<file path="src/rtl/vga_scan_ctrl.sv">
// VGA scan sequencer: per-axis porch/sync FSMs, registered sync/de/coordinates, line-fetch req/ack with underrun flag.
// Optional colour-bar generator (R/G/B outputs) when VGA_TEST_PATTERN_EN is defined.
module vga_scan_ctrl #(
  parameter int   H_ACTIVE = 640,
  parameter int   H_FP     = 16,
  parameter int   H_SYNC   = 96,
  parameter int   H_BP     = 48,
  parameter int   V_ACTIVE = 480,
  parameter int   V_FP     = 10,
  parameter int   V_SYNC   = 2,
  parameter int   V_BP     = 33,
  parameter logic SYNC_POL = 1'b0
) (
  input  logic       clk,
  input  logic       rst,
  input  logic       enable,
  output logic       vga_h_sync,
  output logic       vga_v_sync,
  output logic       de,
  output logic [9:0] pix_x,
  output logic [9:0] pix_y,
  output logic       frame_start,
  output logic       line_req,
  output logic [9:0] line_y,
  input  logic       line_ack,
  output logic       underrun
`ifdef VGA_TEST_PATTERN_EN
  ,
  output logic       R,
  output logic       G,
  output logic       B
`endif
);

  function automatic int max4(input int a, input int b, input int c, input int d);
    int m;
    m = a;
    if (b > m) m = b;
    if (c > m) m = c;
    if (d > m) m = d;
    return m;
  endfunction

  localparam int H_MAX = max4(H_ACTIVE, H_FP, H_SYNC, H_BP);
  localparam int V_MAX = max4(V_ACTIVE, V_FP, V_SYNC, V_BP);
  localparam int HW    = (H_MAX > 1) ? $clog2(H_MAX) : 1;
  localparam int VW    = (V_MAX > 1) ? $clog2(V_MAX) : 1;

  typedef logic [HW-1:0] hcnt_t;
  typedef logic [VW-1:0] vcnt_t;
  typedef enum logic [1:0] {ST_H_ACT, ST_H_FP, ST_H_SYNC, ST_H_BP} h_state_t;
  typedef enum logic [1:0] {ST_V_ACT, ST_V_FP, ST_V_SYNC, ST_V_BP} v_state_t;

  h_state_t r_h_state, w_h_next;
  v_state_t r_v_state, w_v_next;
  hcnt_t    r_hcnt, w_h_last;
  vcnt_t    r_vcnt, w_v_last;
  logic     w_h_done, w_v_done, w_line_adv, w_visible, w_h_start;
  logic     w_next_vis, w_launch;
  logic [9:0] w_next_y;

  // NOTE: every always_comb output gets a default first, so no path can infer a latch.
  always_comb begin
    w_h_last = hcnt_t'(H_ACTIVE - 1);
    w_h_next = ST_H_FP;
    case (r_h_state)
      ST_H_ACT:  begin w_h_last = hcnt_t'(H_ACTIVE - 1); w_h_next = ST_H_FP;   end
      ST_H_FP:   begin w_h_last = hcnt_t'(H_FP - 1);     w_h_next = ST_H_SYNC; end
      ST_H_SYNC: begin w_h_last = hcnt_t'(H_SYNC - 1);   w_h_next = ST_H_BP;   end
      ST_H_BP:   begin w_h_last = hcnt_t'(H_BP - 1);     w_h_next = ST_H_ACT;  end
      default:   ;
    endcase
  end

  always_comb begin
    w_v_last = vcnt_t'(V_ACTIVE - 1);
    w_v_next = ST_V_FP;
    case (r_v_state)
      ST_V_ACT:  begin w_v_last = vcnt_t'(V_ACTIVE - 1); w_v_next = ST_V_FP;   end
      ST_V_FP:   begin w_v_last = vcnt_t'(V_FP - 1);     w_v_next = ST_V_SYNC; end
      ST_V_SYNC: begin w_v_last = vcnt_t'(V_SYNC - 1);   w_v_next = ST_V_BP;   end
      ST_V_BP:   begin w_v_last = vcnt_t'(V_BP - 1);     w_v_next = ST_V_ACT;  end
      default:   ;
    endcase
  end

  assign w_h_done   = (r_hcnt == w_h_last);
  assign w_v_done   = (r_vcnt == w_v_last);
  assign w_line_adv = (r_h_state == ST_H_BP) && w_h_done;
  assign w_visible  = (r_h_state == ST_H_ACT) && (r_v_state == ST_V_ACT);
  assign w_h_start  = (r_h_state == ST_H_ACT) && (r_hcnt == '0);

  // The line after this blanking interval is visible either mid-frame or from the last back-porch line.
  always_comb begin
    w_next_vis = 1'b0;
    w_next_y   = '0;
    if (r_v_state == ST_V_ACT && !w_v_done) begin
      w_next_vis = 1'b1;
      w_next_y   = 10'(r_vcnt) + 10'd1;
    end else if (r_v_state == ST_V_BP && w_v_done) begin
      w_next_vis = 1'b1;
    end
  end

  assign w_launch = (r_h_state == ST_H_FP) && (r_hcnt == '0) && w_next_vis;

  // NOTE: sequential state uses non-blocking assignments only, so every register samples pre-edge values.
  always_ff @(posedge clk or posedge rst) begin
    if (rst) begin
      r_h_state   <= ST_H_FP;
      r_hcnt      <= '0;
      r_v_state   <= ST_V_BP;
      r_vcnt      <= vcnt_t'(V_BP - 1);
      vga_h_sync  <= ~SYNC_POL;
      vga_v_sync  <= ~SYNC_POL;
      de          <= 1'b0;
      pix_x       <= '0;
      pix_y       <= '0;
      frame_start <= 1'b0;
      line_req    <= 1'b0;
      line_y      <= '0;
      underrun    <= 1'b0;
    end else begin
      vga_h_sync  <= (enable && r_h_state == ST_H_SYNC) ? SYNC_POL : ~SYNC_POL;
      vga_v_sync  <= (enable && r_v_state == ST_V_SYNC) ? SYNC_POL : ~SYNC_POL;
      de          <= enable && w_visible;
      frame_start <= enable && w_visible && w_h_start && (r_vcnt == '0);
      if (enable && w_visible) begin
        pix_x <= 10'(r_hcnt);
        pix_y <= 10'(r_vcnt);
      end
      if (enable) begin
        if (w_h_done) begin
          r_hcnt    <= '0;
          r_h_state <= w_h_next;
        end else begin
          r_hcnt <= r_hcnt + 1'b1;
        end
        if (w_line_adv) begin
          if (w_v_done) begin
            r_vcnt    <= '0;
            r_v_state <= w_v_next;
          end else begin
            r_vcnt <= r_vcnt + 1'b1;
          end
        end
        // Deadline is the first active clk of the line; an ack arriving in that clk is still on time.
        if (w_launch) begin
          line_req <= 1'b1;
          line_y   <= w_next_y;
        end else if (line_req && w_h_start) begin
          line_req <= 1'b0;
          if (!line_ack) underrun <= 1'b1;
        end else if (line_req && line_ack) begin
          line_req <= 1'b0;
        end
      end
    end
  end

`ifdef VGA_TEST_PATTERN_EN
  localparam int BAR_W = H_ACTIVE / 8;
  localparam int BW    = (BAR_W > 1) ? $clog2(BAR_W) : 1;

  logic [BW-1:0] r_bar_cnt;
  logic [2:0]    r_bar;

  // Bar index tracks the current pixel by counting BAR_W clks per bar, cleared outside the active span.
  always_ff @(posedge clk or posedge rst) begin
    if (rst) begin
      r_bar_cnt <= '0;
      r_bar     <= '0;
      R         <= 1'b0;
      G         <= 1'b0;
      B         <= 1'b0;
    end else begin
      {R, G, B} <= (enable && w_visible) ? r_bar : 3'b000;
      if (enable) begin
        if (r_h_state != ST_H_ACT) begin
          r_bar_cnt <= '0;
          r_bar     <= '0;
        end else if (r_bar_cnt == BW'(BAR_W - 1)) begin
          r_bar_cnt <= '0;
          r_bar     <= r_bar + 3'd1;
        end else begin
          r_bar_cnt <= r_bar_cnt + 1'b1;
        end
      end
    end
  end
`endif

endmodule

</file>
<file path="config.mk">
export PLATFORM = sky130hd
export DESIGN_NAME = vga_scan_ctrl
export DESIGN_NICKNAME = d
export VERILOG_FILES = /design/src/rtl/vga_scan_ctrl.sv
export SDC_FILE = /design/constraint.sdc
export NUM_CORES = 1
export LEC_CHECK = 0
export ABC_AREA = 1
export CORE_MARGIN = 1.5
export CORE_UTILIZATION = 54
export CTS_CLUSTER_SIZE = 25
export DETAILED_ROUTE_END_ITERATION = 8
export MAX_ROUTING_LAYER = met4
export PLACE_DENSITY = 0.82
export SYNTH_ARGS = -nofsm -noshare
export SYNTH_HDL_FRONTEND = slang
export SYNTH_SLANG_ARGS = --single-unit
</file>
<file path="constraint.sdc">
create_clock -name clk -period 2.4 [get_ports clk]
set_input_delay 0.36 -clock clk [delete_from_list [all_inputs] [get_ports clk]]
set_output_delay 0.36 -clock clk [all_outputs]
set_load 0.1 [all_outputs]
</file>
==> results.sh, run 1 <==
export IMPL_cts_tree="done"
export IMPL_synthXorXnorAreaFrac_pct=2.707
export IMPL_async_reset_ff_share_pct=100.0
export IMPL_clock_sinks=58
export IMPL_min_path_type="in -> async"
export IMPL_synth_top_cell_area_share_pct=44.69
export IMPL_end_kind="flop"
export IMPL_ys_seq_elements=58
export IMPL_path_buf_inv=1
export IMPL_post_route_util_pct=68.16
export IMPL_drt_iter0_markers=163
export IMPL_cp_required_ns=2.62
export IMPL_fin_crit_sh_pct=89.84
export IMPL_track_usage_pct=23.94
export IMPL_worstPathCellList="inv_1 -> ha_1 -> o21ai_0 -> nand2_1 -> nand2_1 -> nor2_2 -> nand2_2 -> nand2_2 -> nand2_4 -> nand3_4 -> nand2_1 -> nand2_1"
export IMPL_finalHoldViolCount=0
export IMPL_synth_adder_area_share_pct=6.446
export IMPL_holdBufCountCts=0
export IMPL_slowest_stage="dfstp_2"
export IMPL_crit_start="r_v_state[0]"
export IMPL_syn_to_final_growth_pct=20.33
export IMPL_synthTopCellsByCount="nand2_1, dfrtp_1, inv_1, nor2_1, o21ai_0"
export IMPL_path_class="reg -> reg"
export IMPL_worst_path_largest_cell_delay_ns=0.56
export IMPL_ant_nets=0
export IMPL_cp_max_fo=12
export IMPL_regToRegSetupSlack_ns=0.24
export IMPL_io_buffers=38
export IMPL_yosysMostFrequentCell="nand2_1"
export IMPL_layout_nets=406
export IMPL_r2r_cells=12
export IMPL_ir_drop_mv=0.6114
export IMPL_clockBufferDepth=2
export IMPL_grt_pass1_wl_mm=10.83
export IMPL_syn_avg_cell_area_um2=8.538
export IMPL_synth_area_mm2=0.002912
export IMPL_fin_setup_tns_ns=0
export IMPL_die_area_mm2=0.005842
export IMPL_start_util_pct=56.65
export IMPL_synth_top_family_by_area="simple AND/OR/NAND/NOR gates"
export IMPL_r2r_end="line_y[7]"
export IMPL_yosys_area_share_simple_pct=25.66
export IMPL_wire_per_inst_um=13.62
export IMPL_synth_edff_count=0
export IMPL_power_leakage_nw=1.827
export IMPL_outcome="complete, no violations"
export IMPL_ys_warn_count=0
export IMPL_routed_wl_mm=6.293
export IMPL_rsz0062_at_grt="false"
export IMPL_tightest_slew_ns=0.5043
export IMPL_startpoint_type="flop"
export IMPL_core_area_mm2=0.005140
export IMPL_design_area_mm2=0.003503
export IMPL_setup_violations_final=0
export IMPL_antennaDiodeCount=0
export IMPL_cpMostUsedCell="nand2_1"
export IMPL_rows=26
export IMPL_yosysTopAreaCell="dfrtp_1"
export IMPL_drc_errors=0
export IMPL_synth_area_leaders="dfrtp_1, nand2_1, ha_1"
export IMPL_grt_pass1_vias=2364
export IMPL_dp_hpwl_mm=4.511
export IMPL_critPathArrivalTime_ns=2.38
export IMPL_num_vias=2422
export IMPL_synth_nets=360
export IMPL_synth_seq_area_share_pct=50.11
export IMPL_cap_viol_max_count=0
export IMPL_syn_instance_count=341
export IMPL_die_height_um=76.43
export IMPL_nFillCells=432
export IMPL_clk_pin_slew_ns=0.07
export IMPL_max_freq_mhz=463.8
export IMPL_muxShareOfSynthArea_pct=0
export IMPL_clock_latency_ns=0.34
export IMPL_synth_compound_area_share_pct=7.821
export IMPL_skew_ns=0.007640
export IMPL_clock_root_buffer="clkbuf_8"
export IMPL_min_period_ns=2.156
export IMPL_via_per_inst=5.242
export IMPL_power_density_mw_per_mm2=638.9
export IMPL_io_pin_count=40
export IMPL_slew_headroom_pct=66.33
export IMPL_final_layout_size_suffix_gt1_share_pct=20.41
export IMPL_ys_types=31
export IMPL_antenna_found_initial=0
export IMPL_slew_violations=0
export IMPL_grt_max_degree=36
export IMPL_numCtsBuffers=9
export IMPL_htree_levels=3
export IMPL_firstDrtPassIters=5
export IMPL_r2r_start="r_v_state[0]"
export IMPL_die_w_um=76.43
export IMPL_overflow=0
export IMPL_dpl_instance_area_mm2=0.003281
export IMPL_critPathTopFamily="simple AND/OR/NAND/NOR gates"
export IMPL_place_congestion=0.9054
export IMPL_synth_ff_type="dfrtp_1"
-- worst reg2reg max path: cells and delay by family, from the launching register on --
family	cells	cell delay [ns]
simple gates	9	0.93
flops	1	0.56
fa+ha+maj	1	0.29
compound gates	1	0.19
buf+inv	1	0.09
-- metrics by stage --
step                worst slack [ns]  power, mW  hold slack [ns]  std cells
finish                        0.2439      2.238           0.3732        462
global route               0.0002944      2.334           0.4372        462
CTS                           0.1009      2.247           0.3850        459
detailed placement            0.1178      1.375           0.4684        443
global placement              0.1971      1.364           0.4498        443
floorplan                     0.5400      1.294           0.4700        341
-- metal layers --
layer / part of all wire (%) / GRT usage (%) / vias up
met4: 1.9 / 12.04 / 0
met3: 5.4 / 3.473 / 12
li1: - / - / 1199
met5: 0 / - / -
met1: 48 / 33.28 / 1130
met2: 44 / 34.38 / 81
-- flip-flops by register name, indices dropped and copies added, names as in the netlist --
register / flops
frame_start: 1
vga_v_sync: 1
pix_y: 9
underrun: 1
de: 1
line_y: 10
r_v_state: 2
r_h_state: 2
r_vcnt: 9
r_hcnt: 10
pix_x: 10
line_req: 1
vga_h_sync: 1
-- power by group --
part | total [mW] | leakage [nW] | internal (mW) | switching, mW
sequential | 1.11 | 0.721 | 1.04 | 0.0670
combinational | 0.254 | 1.01 | 0.0790 | 0.175
clock | 0.877 | 0.0974 | 0.506 | 0.371
-- timing repair --
item | in CTS | in global routing
gates resized for setup | 0 | 2
endpoints found under the setup margin | 0 | 20
buffers inserted | 0 | 2
-- how the worst max path moves through the flow --
| stage | to | slack, ns | depth (start not counted) |
|---|---|---|---|
| finish | line_y[7] | 0.24 | 12 |
| global route | line_y[3] | 0.0003 | 12 |
| CTS | line_y[4] | 0.10 | 12 |
| detailed placement | line_y[8] | 0.12 | 12 |
| global placement | line_y[4] | 0.20 | 12 |
| floorplan | line_y[0] | 0.54 | 13 |
-- layout make-up --
| cell class | instances | area (um^2) | area share [%] |
|---|---|---|---|
| Tap cell | 70 | 87.58 | 2.500 |
| Clock buffer | 13 | 148.9 | 4.250 |
| Inverter | 39 | 146.4 | 4.179 |
| Timing Repair Buffer | 45 | 357.8 | 10.21 |
| Multi-Input combinational cell | 234 | 1264 | 36.07 |
| Sequential cell | 58 | 1459 | 41.64 |
| Clock inverter | 3 | 40.04 | 1.143 |
-- logic make-up (layout without fill, tap and decap cells) --
logic type	count (synthesis)	count (layout)
AND/OR/NAND/NOR	166	167
flip-flops	58	58
buffers and inverters	50	100
AO/OA/AOI/OAI	42	42
adder cells (fa/ha/maj)	15	15
XOR/XNOR	9	9
other	1	1
-- placed cells by master (no fill, tap or decap), types with 2 or more instances in the layout --
cell and count:
o21a_1 2, nand2_1 86, nand2_2 4, clkbuf_8 10, inv_2 5, nand3_1 16, xor2_1 7, dfstp_2 6
o22ai_1 8, clkbuf_1 3, dfrtp_1 52, nand4_1 14, clkinv_2 2, clkdlybuf4s50_1 3, nor3_1 7, nor2_2 4
ha_1 15, xnor2_1 2, nor2_1 28, a21oi_1 5, buf_4 41, o21ai_0 25, inv_1 34
(Power assumes the default switching activity.)
==> run 2: changes to the inputs <==
--- a/config.mk
+++ b/config.mk
@@ -6,12 +6,14 @@
 export NUM_CORES = 1
 export LEC_CHECK = 0
 export ABC_AREA = 1
-export CORE_MARGIN = 1.5
-export CORE_UTILIZATION = 54
+export CORE_MARGIN = 10
+export CORE_UTILIZATION = 57
+export CTS_BUF_LIST = sky130_fd_sc_hd__clkbuf_8
 export CTS_CLUSTER_SIZE = 25
 export DETAILED_ROUTE_END_ITERATION = 8
+export GPL_ROUTABILITY_DRIVEN = 0
 export MAX_ROUTING_LAYER = met4
-export PLACE_DENSITY = 0.82
+export PLACE_DENSITY = 0.86
 export SYNTH_ARGS = -nofsm -noshare
 export SYNTH_HDL_FRONTEND = slang
 export SYNTH_SLANG_ARGS = --single-unit
==> results.sh, run 2 (synthesis gave the netlist of run 1 again) <==
export IMPL_final_cell_mix="nand2_1, dfrtp_1, buf_4"
export IMPL_critPathArrivalTime_ns=2.54
export IMPL_overflow=0
export IMPL_reg_top3="line_y (10), pix_x (10), r_hcnt (10)"
export IMPL_rows=25
export IMPL_min_path_type="in -> async"
export IMPL_layout_nets=404
export IMPL_slew_violations=0
export IMPL_max_freq_mhz=437.2
export IMPL_htree_levels=3
export IMPL_antennaDiodeCount=0
export IMPL_core_area_mm2=0.004848
export IMPL_final_layout_size_suffix_gt1_share_pct=20.05
export IMPL_io_buffers=38
export IMPL_die_area_mm2=0.008367
export IMPL_fin_crit_sh_pct=95.31
export IMPL_wire_per_inst_um=15.29
export IMPL_rsz0062_at_grt="false"
export IMPL_clock_root_buffer="clkbuf_8"
export IMPL_numCtsBuffers=9
export IMPL_antenna_found_initial=0
export IMPL_track_usage_pct=16.85
export IMPL_via_per_inst=5.520
export IMPL_r2r_cells=9
export IMPL_grt_pass1_wl_mm=11.20
export IMPL_finalHoldViolCount=0
export IMPL_fin_setup_tns_ns=0
export IMPL_num_vias=2517
export IMPL_dpl_instance_area_mm2=0.003269
export IMPL_grt_max_degree=59
export IMPL_io_pin_count=40
export IMPL_clock_latency_ns=0.34
export IMPL_clk_pin_slew_ns=0.06
export IMPL_skew_ns=0.007621
export IMPL_die_w_um=91.47
export IMPL_cp_max_fo=11
export IMPL_grt_pass1_vias=2381
export IMPL_die_height_um=91.47
export IMPL_r2r_start="r_h_state[0]"
export IMPL_cp_required_ns=2.65
export IMPL_outcome="complete, no violations"
export IMPL_ant_nets=0
export IMPL_cap_viol_max_count=0
export IMPL_syn_to_final_growth_pct=19.77
export IMPL_cts_tree="done"
export IMPL_ir_drop_mv=0.5492
export IMPL_drt_iter0_markers=267
export IMPL_startpoint_type="flop"
export IMPL_min_period_ns=2.287
export IMPL_design_area_mm2=0.003487
export IMPL_regToRegSetupSlack_ns=0.11
export IMPL_clockBufferDepth=2
export IMPL_firstDrtPassIters=4
export IMPL_dp_hpwl_mm=4.949
export IMPL_r2r_end="r_vcnt[6]"
export IMPL_path_class="reg -> reg"
export IMPL_power_leakage_nw=1.829
export IMPL_start_util_pct=60.05
export IMPL_final_common_cell="nand2_1"
export IMPL_clock_sinks=58
export IMPL_drc_errors=0
export IMPL_routed_wl_mm=6.972
export IMPL_end_kind="flop"
export IMPL_setup_violations_final=0
export IMPL_power_density_mw_per_mm2=639.8
run 2: repair_timing:
| item | in CTS | in global routing |
|---|---|---|
| hold buffers | 0 | 0 |
| setup buffers | 0 | 2 |
| setup endpoints to repair | 0 | 14 |
| gates resized for setup | 0 | 3 |
run 2: worst max-delay path by stage:
stage	from	to	slack, ns	depth (start not counted)
detailed placement	r_v_state[0]	line_y[2]	0.08	12
finish	r_h_state[0]	r_vcnt[6]	0.11	9
global placement	r_v_state[0]	line_y[5]	0.17	12
floorplan	r_v_state[0]	line_y[0]	0.54	13
CTS	r_v_state[0]	line_y[2]	0.06	13
global route	r_h_state[0]	r_vcnt[4]	0.03	9
run 2: stage by stage:
stage          instances  worst slack, ns  utilization (%)  hold WS, ns  power [mW]
6_report             456           0.1125            71.92       0.3834       2.231
3_5_place_dp         439          0.08388            67.43       0.4617       1.372
2_1_floorplan        341           0.5400                -       0.4700       1.294
4_1_cts              454          0.05523            71.25       0.3980       2.228
5_1_grt              456          0.03392            71.92       0.4108       2.324
3_3_place_gp         439           0.1677            67.43       0.4532       1.364
run 2: power breakdown:
group | switching [mW] | internal (mW)
sequential | 0.0669 | 1.04
clock | 0.381 | 0.490
combinational | 0.173 | 0.0793
total | 0.621 | 1.61
run 2: critical path, stage by stage, from the launching register on:
cell and delay, ns:
dfstp_2 0.56, inv_1 0.10, ha_1 0.25, nor2_1 0.15
nor2_1 0.06, nor3_1 0.25, nand2_2 0.19, nor2_4 0.29
nand2_2 0.17, o22ai_1 0.17
run 2: area by class of cell:
type	instances	area, um^2
tap	67	83.83
timing repair buffer	44	350.3
clock inverter	5	47.55
fill	358	1361
inverter	39	146.4
sequential	58	1459
clock buffer	10	137.6
multi-input combinational	233	1262
run 2: layer usage:
layer	global-route usage [%]	vias to the layer above	share of wire, %
li1	-	1183	-
met1	20.88	1216	45
met2	25.18	101	46
met3	5.185	17	7.2
met4	6.397	0	2.2
met5	-	-	0
==> run 3: changes to the inputs <==
--- a/config.mk
+++ b/config.mk
@@ -6,6 +6,7 @@
 export NUM_CORES = 1
 export LEC_CHECK = 0
 export ABC_AREA = 1
+export ABC_CLOCK_PERIOD_IN_PS = 2400
 export CORE_MARGIN = 10
 export CORE_UTILIZATION = 57
 export CTS_BUF_LIST = sky130_fd_sc_hd__clkbuf_8
==> results of run 3 <==
Final layout, timing and power as in run 2 (identical DEF).
